## src/rtl/bp_cfg_responder_pkg.sv

```systemverilog
// Shared config definitions for the tile config responder: processor parameter struct,
// register address map and responder FSM states.
package bp_cfg_responder_pkg;

    typedef struct packed {
        int unsigned cfg_core_width;
        int unsigned cfg_addr_width;
        int unsigned cfg_data_width;
        int unsigned num_cce_instr_ram_els;
    } bp_proc_param_s;

    localparam bp_proc_param_s bp_cfg_default_p = '{
        cfg_core_width:        8,
        cfg_addr_width:        16,
        cfg_data_width:        32,
        num_cce_instr_ram_els: 256
    };

    typedef enum logic {
        e_ready,
        e_resp
    } bp_cfg_state_e;

    localparam int unsigned bp_cfg_reg_freeze_gp      = 'h0000;
    localparam int unsigned bp_cfg_reg_core_id_gp     = 'h0001;
    localparam int unsigned bp_cfg_reg_icache_mode_gp = 'h0002;
    localparam int unsigned bp_cfg_reg_dcache_mode_gp = 'h0003;
    localparam int unsigned bp_cfg_reg_scratch_gp     = 'h0004;
    localparam int unsigned bp_cfg_reg_ucode_addr_gp  = 'h0010;
    localparam int unsigned bp_cfg_reg_ucode_data_gp  = 'h0011;
    localparam int unsigned bp_cfg_reg_write_count_gp = 'h0020;

endpackage

```

## src/rtl/bp_cfg_responder.sv

```systemverilog
// Config-bus register responder: decodes commands addressed to this tile, holds mode and
// scratch registers, streams CCE microcode writes and returns one read response at a time.
module bp_cfg_responder
    import bp_cfg_responder_pkg::*;
#(
    parameter int unsigned cfg_core_width_p = bp_cfg_default_p.cfg_core_width,
    parameter int unsigned cfg_addr_width_p = bp_cfg_default_p.cfg_addr_width,
    parameter int unsigned cfg_data_width_p = bp_cfg_default_p.cfg_data_width,
    parameter int unsigned ucode_els_p      = bp_cfg_default_p.num_cce_instr_ram_els,
    localparam int unsigned ucode_addr_width_lp = (ucode_els_p > 1) ? $clog2(ucode_els_p) : 1
) (
    input  logic                           clk_i,
    input  logic                           reset_n_i,
    input  logic [cfg_core_width_p-1:0]    my_core_id_i,

    input  logic                           cfg_cmd_v_i,
    output logic                           cfg_cmd_ready_o,
    input  logic [cfg_core_width_p-1:0]    cfg_cmd_core_id_i,
    input  logic [cfg_addr_width_p-1:0]    cfg_cmd_addr_i,
    input  logic [cfg_data_width_p-1:0]    cfg_cmd_data_i,
    input  logic                           cfg_cmd_we_i,

    output logic                           cfg_resp_v_o,
    output logic [cfg_data_width_p-1:0]    cfg_resp_data_o,
    input  logic                           cfg_resp_yumi_i,

    output logic                           freeze_o,
    output logic [1:0]                     icache_mode_o,
    output logic [1:0]                     dcache_mode_o,

    output logic                           ucode_w_v_o,
    output logic [ucode_addr_width_lp-1:0] ucode_addr_o,
    output logic [cfg_data_width_p-1:0]    ucode_data_o
);

    bp_cfg_state_e state_q, state_d;

    logic                           freeze_q;
    logic [1:0]                     icache_mode_q, dcache_mode_q;
    logic [cfg_data_width_p-1:0]    scratch_q;
    logic [ucode_addr_width_lp-1:0] ucode_addr_q;
    logic [cfg_data_width_p-1:0]    write_count_q;
    logic [cfg_data_width_p-1:0]    resp_data_q;
    logic                           ucode_w_v_q;
    logic [ucode_addr_width_lp-1:0] ucode_waddr_q;
    logic [cfg_data_width_p-1:0]    ucode_wdata_q;

    logic                           accept, match, wr_v, rd_v;
    logic [cfg_data_width_p-1:0]    rd_data;

    always_comb begin
        accept = cfg_cmd_v_i & cfg_cmd_ready_o;
        match  = (cfg_cmd_core_id_i == my_core_id_i);
        wr_v   = accept & match & cfg_cmd_we_i;
        rd_v   = accept & match & ~cfg_cmd_we_i;
    end

    always_comb begin
        rd_data = '0;
        case (cfg_cmd_addr_i)
            cfg_addr_width_p'(bp_cfg_reg_freeze_gp):      rd_data = cfg_data_width_p'(freeze_q);
            cfg_addr_width_p'(bp_cfg_reg_core_id_gp):     rd_data = cfg_data_width_p'(my_core_id_i);
            cfg_addr_width_p'(bp_cfg_reg_icache_mode_gp): rd_data = cfg_data_width_p'(icache_mode_q);
            cfg_addr_width_p'(bp_cfg_reg_dcache_mode_gp): rd_data = cfg_data_width_p'(dcache_mode_q);
            cfg_addr_width_p'(bp_cfg_reg_scratch_gp):     rd_data = scratch_q;
            cfg_addr_width_p'(bp_cfg_reg_ucode_addr_gp):  rd_data = cfg_data_width_p'(ucode_addr_q);
            cfg_addr_width_p'(bp_cfg_reg_write_count_gp): rd_data = write_count_q;
            default:                                      rd_data = '0;
        endcase
    end

    always_ff @(posedge clk_i or negedge reset_n_i) begin
        if (!reset_n_i) begin
            state_q <= e_ready;
        end else begin
            state_q <= state_d;
        end
    end

    // A read accepted alongside yumi keeps the FSM in e_resp with fresh data.
    always_comb begin
        state_d = state_q;
        unique case (state_q)
            e_ready: if (rd_v) state_d = e_resp;
            e_resp:  if (cfg_resp_yumi_i) state_d = rd_v ? e_resp : e_ready;
            default: state_d = e_ready;
        endcase
    end

    always_comb begin
        cfg_cmd_ready_o = (state_q == e_ready) | cfg_resp_yumi_i;
        cfg_resp_v_o    = (state_q == e_resp);
    end

    always_ff @(posedge clk_i or negedge reset_n_i) begin
        if (!reset_n_i) begin
            freeze_q      <= 1'b1;
            icache_mode_q <= '0;
            dcache_mode_q <= '0;
            scratch_q     <= '0;
            ucode_addr_q  <= '0;
            write_count_q <= '0;
            resp_data_q   <= '0;
            ucode_w_v_q   <= 1'b0;
            ucode_waddr_q <= '0;
            ucode_wdata_q <= '0;
        end else begin
            ucode_w_v_q <= 1'b0;
            if (rd_v) begin
                resp_data_q <= rd_data;
            end
            if (wr_v) begin
                if (~&write_count_q) begin
                    write_count_q <= write_count_q + cfg_data_width_p'(1);
                end
                case (cfg_cmd_addr_i)
                    cfg_addr_width_p'(bp_cfg_reg_freeze_gp):      freeze_q <= cfg_cmd_data_i[0];
                    cfg_addr_width_p'(bp_cfg_reg_icache_mode_gp): icache_mode_q <= cfg_cmd_data_i[1:0];
                    cfg_addr_width_p'(bp_cfg_reg_dcache_mode_gp): dcache_mode_q <= cfg_cmd_data_i[1:0];
                    cfg_addr_width_p'(bp_cfg_reg_scratch_gp):     scratch_q <= cfg_cmd_data_i;
                    cfg_addr_width_p'(bp_cfg_reg_ucode_addr_gp):
                        ucode_addr_q <= cfg_cmd_data_i[ucode_addr_width_lp-1:0];
                    cfg_addr_width_p'(bp_cfg_reg_ucode_data_gp): begin
                        ucode_w_v_q   <= 1'b1;
                        ucode_waddr_q <= ucode_addr_q;
                        ucode_wdata_q <= cfg_cmd_data_i;
                        ucode_addr_q  <= (ucode_addr_q == ucode_addr_width_lp'(ucode_els_p - 1))
                                         ? '0 : ucode_addr_q + ucode_addr_width_lp'(1);
                    end
                    default: ;
                endcase
            end
        end
    end

    assign freeze_o        = freeze_q;
    assign icache_mode_o   = icache_mode_q;
    assign dcache_mode_o   = dcache_mode_q;
    assign cfg_resp_data_o = resp_data_q;
    assign ucode_w_v_o     = ucode_w_v_q;
    assign ucode_addr_o    = ucode_waddr_q;
    assign ucode_data_o    = ucode_wdata_q;

endmodule

```

## config.mk

```make
export PLATFORM = sky130hd
export DESIGN_NAME = bp_cfg_responder
export DESIGN_NICKNAME = d
export VERILOG_FILES = /design/src/rtl/bp_cfg_responder_pkg.sv /design/src/rtl/bp_cfg_responder.sv
export SDC_FILE = /design/constraint.sdc
export NUM_CORES = 1
export LEC_CHECK = 0
export BUFFER_PORTS_ARGS = -buffer_cell sky130_fd_sc_hd__buf_2
export CAP_MARGIN = 40
export CORE_UTILIZATION = 45
export CTS_BUF_LIST = sky130_fd_sc_hd__clkbuf_8
export DETAILED_ROUTE_END_ITERATION = 10
export PLACE_DENSITY = 0.68
export SETUP_SLACK_MARGIN = 0.1
export SLEW_MARGIN = 20
export SYNTH_ARGS = -nofsm -noshare
export SYNTH_HDL_FRONTEND = slang
export SYNTH_SLANG_ARGS = --single-unit
```

## constraint.sdc

```tcl
create_clock -name clk_i -period 2.45 [get_ports clk_i]
set_input_delay 0.735 -clock clk_i [delete_from_list [all_inputs] [get_ports clk_i]]
set_output_delay 0.735 -clock clk_i [all_outputs]
set_load 0.02 [all_outputs]
```

After elaboration in Yosys (flattened, before gate mapping)
Index checks and enable logic that the tools add are counted.
{"block": "word_totals", "elab_cells": 48, "in_bits": 69, "regBits": 151}
{"block": "op_classes", "muxes": 8, "add_sub_neg": 2, "n_reduce_logical": 10, "bitwise": 8, "n_eq_ne": 9}
{"operator": "32-bit case mux with 7 select lines", "n": 1}
{"operator": "32-bit by 1-bit adder with 32-bit output, second input constant", "n": 1}
{"operator": "16-bit by 2-bit == test with 1-bit output, second input constant", "n": 2}
{"operator": "16-bit by 5-bit == test with 1-bit output, second input constant", "n": 2}
{"operator": "32-bit AND reduction", "n": 1}
{"operator": "16-bit by 1-bit == test with 1-bit output, second input constant", "n": 1}
{"operator": "16-bit by 3-bit == test with 1-bit output, second input constant", "n": 1}
{"operator": "16-bit by 6-bit == test with 1-bit output, second input constant", "n": 1}
{"operator": "16-bit zero test", "n": 1}
{"operator": "8-bit case mux with 2 select lines", "n": 1}
{"operator": "2-bit AND reduction", "n": 7}
{"operator": "8-bit by 1-bit adder with 8-bit output, second input constant", "n": 1}
{"operator": "8-bit == test", "n": 1}
{"operator": "8-bit == test, second input constant", "n": 1}
{"operator": "8-bit 2-to-1 mux", "n": 1}
{"operator": "1-bit AND", "n": 4}
{"operator": "1-bit 2-to-1 mux", "n": 4}
{"operator": "1-bit inverter", "n": 3}
{"operator": "1-bit case mux with 2 select lines", "n": 1}
{"operator": "2-bit nonzero test", "n": 1}
{"operator": "1-bit bitwise OR", "n": 1}

Logic depth before layout (Yosys ltp)
Gate-level depths: netlist (run 1).
{"block": "depth", "word_depth": 8, "ltp_mapped": 9, "depth_no_buf": 7}

Least setup slack after synthesis (run 1)
OpenSTA, ideal clock, no wires.
{"block": "synth_timing", "path_kind": "input-to-reg", "from": "in cfg_resp_yumi_i", "to": "reg write_count_q[7]", "path_slack_ns": 0.088, "required_time_ns": 2.326, "path_buffers": 1, "t_arrival_ns": 2.238, "stages": 7, "path_cell_list": "nand2b_1 -> nand3_1 -> or4_4 -> o21ba_1 -> buf_4 -> nand4_1 -> xnor2_1"}
{"block": "synth_between", "elab_chain_len": 5}
{"item": "start, declared", "line_no": "bp_cfg_responder.sv:25", "text": "input logic cfg_resp_yumi_i,"}
{"item": "1-bit bitwise OR", "line_no": "bp_cfg_responder.sv:91", "text": "cfg_cmd_ready_o = (state_q == e_ready) | cfg_resp_yumi_i;"}
{"item": "1-bit AND", "line_no": "bp_cfg_responder.sv:52", "text": "accept = cfg_cmd_v_i & cfg_cmd_ready_o;"}
{"item": "1-bit AND (2 in a row)", "line_no": "bp_cfg_responder.sv:54", "text": "wr_v = accept & match & cfg_cmd_we_i;"}
{"item": "2-bit AND reduction (no source line)"}
{"item": "end signal, assigned", "line_no": "bp_cfg_responder.sv:114", "text": "write_count_q <= write_count_q + cfg_data_width_p'(1);"}
{"item": "end, declared", "line_no": "bp_cfg_responder.sv:42", "text": "logic [cfg_data_width_p-1:0] write_count_q;"}
Every way passes these cells.
A chain may end at the register's enable or synchronous reset.

Worst setup path in the final report (run 1)
{"block": "layout_timing", "from": "in my_core_id_i[1]", "to": "reg dcache_mode_q[1], in the netlist dcache_mode_o[1]"}
{"block": "layout_between", "elab_chain_len": 4}
{"item": "start, declared", "line_no": "bp_cfg_responder.sv:14", "text": "input logic [cfg_core_width_p-1:0] my_core_id_i,"}
{"item": "8-bit == test", "line_no": "bp_cfg_responder.sv:53", "text": "match = (cfg_cmd_core_id_i == my_core_id_i);"}
{"item": "1-bit AND (2 in a row)", "line_no": "bp_cfg_responder.sv:54"}
{"item": "2-bit AND reduction (no source line)"}
{"item": "end signal, assigned", "line_no": "bp_cfg_responder.sv:119", "text": "cfg_addr_width_p'(bp_cfg_reg_dcache_mode_gp): dcache_mode_q <= cfg_cmd_data_i[1:0];"}
{"item": "end, declared", "line_no": "bp_cfg_responder.sv:39", "text": "logic [1:0] icache_mode_q, dcache_mode_q;"}
Every way passes these cells.

==> results of run 1 <==
[power groups by stage]
stage	Sequential [µW]	Combinational [µW]	Clock, µW
after global routing	2490	251	1990
after global placement	2540	221	0
after CTS	2490	229	1890
after floorplan	2540	52.1	0
after detailed placement	2540	228	0
final	2490	225	1830
[kinds of logic after synthesis]
kind of cell	Yosys count	share of synthesized area
XOR/XNOR	39	0.05106
AND/OR/NAND/NOR	175	0.1420
flip-flops	151	0.5529
buffers and inverters	30	0.01976
multiplexers	82	0.1347
AO/OA/AOI/OAI	98	0.09444
adder cells (fa/ha/maj)	3	0.005124
[Yosys cell counts, drive strengths merged (3+ instances only)]
cell    instances
xor2            4
nor4           10
clkbuf         11
a31oi           3
a22o            6
dfrtp         150
nand2b          3
buf            15
and4            5
nand2          69
nor3           14
a21oi           9
a22oi          24
xnor2          35
mux2           80
a221oi          6
nor2           13
inv             4
or4             3
and3            7
o21ai          41
or3             4
nand3          20
nand4          19
[repair_timing]
| action | in CTS | in global routing |
|---|---|---|
| endpoints found under the setup margin | 0 | 3 |
| hold buffers | 0 | 0 |
| endpoints found under the hold margin | 0 | 0 |
[area by class of cell]
type / count / area (µm²)
Multi-Input combinational cell: 397 / 2928
Timing Repair Buffer: 198 / 1210
Tap cell: 184 / 230.2
Clock inverter: 14 / 132.6
Inverter: 4 / 15.01
Fill cell: 1265 / 6156
Sequential cell: 151 / 3780
Clock buffer: 18 / 247.7
[state kept, by name, summed over array words and instances, names as in the netlist]
signal,flops
cfg_resp_data_o,32
scratch_q,32
ucode_data_o,32
write_count_q,32
ucode_addr_o,8
ucode_addr_q,8
dcache_mode_o,2
icache_mode_o,2
cfg_resp_v_o,1
freeze_o,1
ucode_w_v_o,1
[layer usage]
metal	share of wire	wire length, µm
met2	0.48	7930
met3	0.048	804
met1	0.46	7602
met5	0	0
met4	0.016	261
[per-stage QoR]
stage          setup slack [ns]  std cells    util  total power, µW  area [µm²]
2_1_floorplan           0.08753        578       -             2595        6839
3_5_place_dp            -0.2873        934  0.5553             2771        8163
4_1_cts                  0.1735        966  0.5812             4615        8543
5_1_grt                 0.08813        966  0.5812             4732        8543
6_report                 0.1480        966  0.5812             4552        8543
3_3_place_gp            -0.2758        934  0.5553             2764        8163
[final timing paths]
| kind | startpoint | endpoint | slack [ns] | cells after the start |
|---|---|---|---|---|
| worst max-delay path | my_core_id_i[1] | dcache_mode_o[1] | 0.15 | 7 |
| worst min-delay path | reset_n_i | ucode_addr_o[7] | 0.21 | 1 |
| worst max register to register | write_count_q[5] | write_count_q[30] | 0.33 | 6 |
| worst min register to register | cfg_resp_data_o[23] | cfg_resp_data_o[23] | 0.48 | 2 |
| max in group asynchronous | reset_n_i | write_count_q[13] | 1.51 | 2 |
| min in group clk_i | cfg_resp_data_o[23] | cfg_resp_data_o[23] | 0.48 | 2 |
==> flow_summary.yaml, run 1 <==
timing:
  rsz0062_at_grt: "yes"
  worst_pin_slew_ns: 0.5166
  fmax_mhz: 434.4
  whs_ns: 0.2124
  setup_viol: 0
  hold_viol: 0
  slew_headroom: 0.6556
  min_period_ns: 2.302
  finClkSkew_ns: 0.009569
  fin_crit_sh: 0.9396
  drv_slew: 0
  tns_ns: 0
global_route:
  grt_use_met2: 0.3612
  grt_pass1_vias: 5382
  grt_first_pass_wirelength_um: 27280
  use_met1: 0.3019
  grt_use_met3: 0.04236
  track_usage: 0.2235
  grt-ovfl-total: 0
  grt-busiest-layer: "met2"
  grt_max_degree: 58
  antenna_found_initial: 0
worst_setup_path:
  cp-end-kind: "register"
  critical_path.top_delay_family: "simple AND/OR/NAND/NOR gates"
  startpoint_type: "input port"
  path_buf_inv: 1
  critPathKind: "in2reg"
  worstPathArrival_ns: 2.63
  max_stage_delay_ns: 0.42
  path_max_fanout: 3
  path_cells: "buf_2, xnor2_1, nand4_1, nor4_2, nand2_1, or3_1, mux2_2"
  worstPathRequired_ns: 2.77
  slowest_stage: "nor4_2"
outcome:
  violations: "design-rule violations"
  outcome: "finished with violations"
floorplanning:
  die_h_um: 125.3
  die_w_um: 125.3
  fp.dieArea_um2: 15690
  core_um2: 14700
  initial_core_util: 0.4651
  io_pins: 149
  num_rows: 44
yosys:
  post-synth-top-area-fraction: 0.5490
  ys_warn_count: 0
  postSynth.asyncResetShare: 1.000
  synth_cells: 578
  yosys_register_bits: 151
  seq_area_frac_synth: 0.5529
  synth_flop_cell: "dfrtp_1"
  syn_area_per_cell_um2: 11.83
  synthesis.nets: 649
  netlist_area_um2: 6837
  synth_edf_count: 0
  yosysTopAreaCell: "dfrtp_1"
  synth_area_leaders: "dfrtp_1 55%, mux2_2 13%, xnor2_1 4.4%"
  synth_cell_types: 55
detailed_routing:
  wire_per_inst_um: 17.18
  drt_iter0_markers: 255
  routed_wl_um: 16600
  dr.pass1.iters: 8
  drc: 11
  num_vias: 5334
  routed_via_density: 5.522
  ant_nets: 0
clock_tree:
  clk_latency_ns: 0.44
  cts_buffer_depth: 2
  cts_buffers: 17
  cts_max_level: 4
  post-cts-setup-buffer-count: 0
  clock-sinks: 151
  ctsResizeCount: 0
  clkTransAtPathRegs_ns: 0.08
  tritoncts: "built"
  clock-root-buffer: "clkbuf_8"
placement:
  io_buffers: 148
  place_hpwl_um: 12300
  place_congestion: 0.8542
layout:
  area_growth_pct: 24.96
  antenna_cells: 0
  nets: 840
  drive_gt1_frac: 0.4182
  final_common_cell: "dfrtp_1"
  final_cell_mix: "150 x dfrtp_1, 147 x buf_2, 77 x mux2_2, 67 x nand2_1, 43 x buf_4"
power_and_ir_drop:
  pwr-share-seq: 0.548
  power_per_cell_area_nw_per_um2: 532.9
  p_leak_uw: 0.004301
  vdd_ir_drop_max_v: 0.0002801
  p_sw_frac: 0.2301
  p_switching_uw: 1048
  p_int_uw: 3505
  clock_power_share: 0.403
  power_frac_comb: 0.049
worst_hold_path:
  hp-class: "in2async"
run:
  drv_cap: 0
No activity file was read; power rests on OpenSTA's default activity.
==> run 2, diff against run 1 <==
Settings changed: PLACE_DENSITY 0.68 to 0.71.
==> run 2 against run 1 <==
  * The flow still finishes with violations (design-rule violations)
  * Wire length fell by 0.55%
  * Cell count fell by 0.31%
  * Combinational power fell by 2%
  * Worst setup slack improved by 0.0066 ns
  * Total power rose by 1.5%
  * Critical path depth is 1 higher
  * Sequential share of layout area grew 0.16 points
  * Critical path type unchanged
==> flow_summary.yaml, run 2 (synthesized netlist as in run 1, its figures left out) <==
outcome:
  outcome: "finished with violations"
  violations: "design-rule violations"
floorplanning:
  num_rows: 44
  die_w_um: 125.3
  fp.dieArea_um2: 15690
  core_um2: 14700
  initial_core_util: 0.4651
  io_pins: 149
  die_h_um: 125.3
detailed_routing:
  dr.pass1.iters: 11
  wire_per_inst_um: 17.14
  routed_wl_um: 16510
  drc: 12
  num_vias: 5315
  ant_nets: 0
  routed_via_density: 5.519
  drt_iter0_markers: 287
clock_tree:
  clock-root-buffer: "clkbuf_8"
  clk_latency_ns: 0.45
  cts_buffers: 17
  tritoncts: "built"
  cts_buffer_depth: 2
  clock-sinks: 151
  clkTransAtPathRegs_ns: 0.08
  cts_max_level: 4
  hold_buffers: 0
power_and_ir_drop:
  clock_power_share: 0.412
  p_sw_frac: 0.2291
  p_leak_uw: 0.004269
  power_uw: 4621
  pwr-share-seq: 0.540
  p_int_uw: 3562
  power_frac_comb: 0.048
  vdd_ir_drop_max_v: 0.0005388
  power_per_cell_area_nw_per_um2: 542.9
  p_switching_uw: 1059
worst_setup_path:
  critPathKind: "in2reg"
  cp-end-kind: "register"
  worstPathRequired_ns: 2.78
  worstSetupStartpoint: "my_core_id_i[1]"
  startpoint_type: "input port"
  worstPathArrival_ns: 2.62
  path_max_fanout: 4
  r2r-start: "write_count_q[5]"
timing:
  worst_pin_slew_ns: 0.4133
  finClkSkew_ns: 0.01572
  hold_viol: 0
  slew_headroom: 0.7245
  setup_viol: 0
  fin_crit_sh: 0.9369
  fmax_mhz: 435.7
  min_period_ns: 2.295
  rsz0062_at_grt: "yes"
  tns_ns: 0
  setup_ws_ns: 0.1546
  drv_slew: 0
layout:
  fin_util: 0.5792
  nets: 835
  final_cell_mix: "150 x dfrtp_1, 147 x buf_2, 77 x mux2_2, 67 x nand2_1, 40 x buf_4"
  area_growth_pct: 24.52
  drive_gt1_frac: 0.4157
  final_common_cell: "dfrtp_1"
global_route:
  grt_pass1_vias: 5452
  track_usage: 0.2269
  antenna_found_initial: 2
  grt_max_degree: 46
  grt-ovfl-total: 0
  grt_first_pass_wirelength_um: 27680
placement:
  place_congestion: 0.8925
  place_ws_ns: -0.2992
  io_buffers: 148
  place_hpwl_um: 12450
worst_hold_path:
  hp-class: "in2async"
run:
  drv_cap: 0
-- run 2: stage by stage --
stage               std cells  hold WS (ns)  instance area, µm²
finish                    963        0.1937                8513
global route              963        0.1920                8513
CTS                       961        0.1870                8503
detailed placement        929        0.4665                8100
global placement          929        0.4584                8100
floorplan                 578        0.4394                6839
-- run 2: worst max-delay path: stages --
cell     delay [ns]
buf_2          0.11
xnor2_1        0.31
nand4_1        0.21
nor4_2         0.32
buf_4          0.20
nand2_1        0.09
or3_1          0.37
mux2_2         0.28
-- run 2: routing by layer --
layer / global-route usage / wire (µm) / part of all wire / vias to the layer above
met5: 0 / 0 / 0 / -
met3: 0.04835 / 759 / 0.046 / 16
met2: 0.3802 / 8228 / 0.50 / 153
li1: - / - / - / 2493
met1: 0.2908 / 7332 / 0.44 / 2653
met4: 0.08178 / 187 / 0.011 / 0
-- run 2: worst paths after layout --
check,slack [ns],cells past startpoint,end
setup / recovery,0.15,8,dcache_mode_o[1]
hold / removal,0.19,1,cfg_resp_data_o[16]
setup reg to reg,0.34,6,write_count_q[30]
hold reg to reg,0.47,2,cfg_resp_data_o[31]
max in group asynchronous,1.54,2,ucode_data_o[19]
min in group clk_i,0.47,2,cfg_resp_data_o[31]
-- run 2: power groups by stage --
stage	Clock, µW	Sequential [µW]	Combinational [µW]
floorplan	0	2540	52.1
global route	2050	2490	248
global placement	0	2540	220
detailed placement	0	2540	225
finish	1910	2490	221
CTS	1950	2490	225
-- run 2: cell type report --
type,count,area [µm²]
clock buffer,20,275.3
timing repair buffer,193,1147
clock inverter,12,127.6
multi-input combinational,397,2933
sequential,151,3780
fill,1234,6186
inverter,4,15.01
tap,184,230.2
antenna,2,5.005
-- run 2: repair_timing --
item / 4_1_cts / 5_1_grt
endpoints found under the setup margin: 0 / 2
gates resized for setup: 0 / 1
buffers inserted: 0 / 0
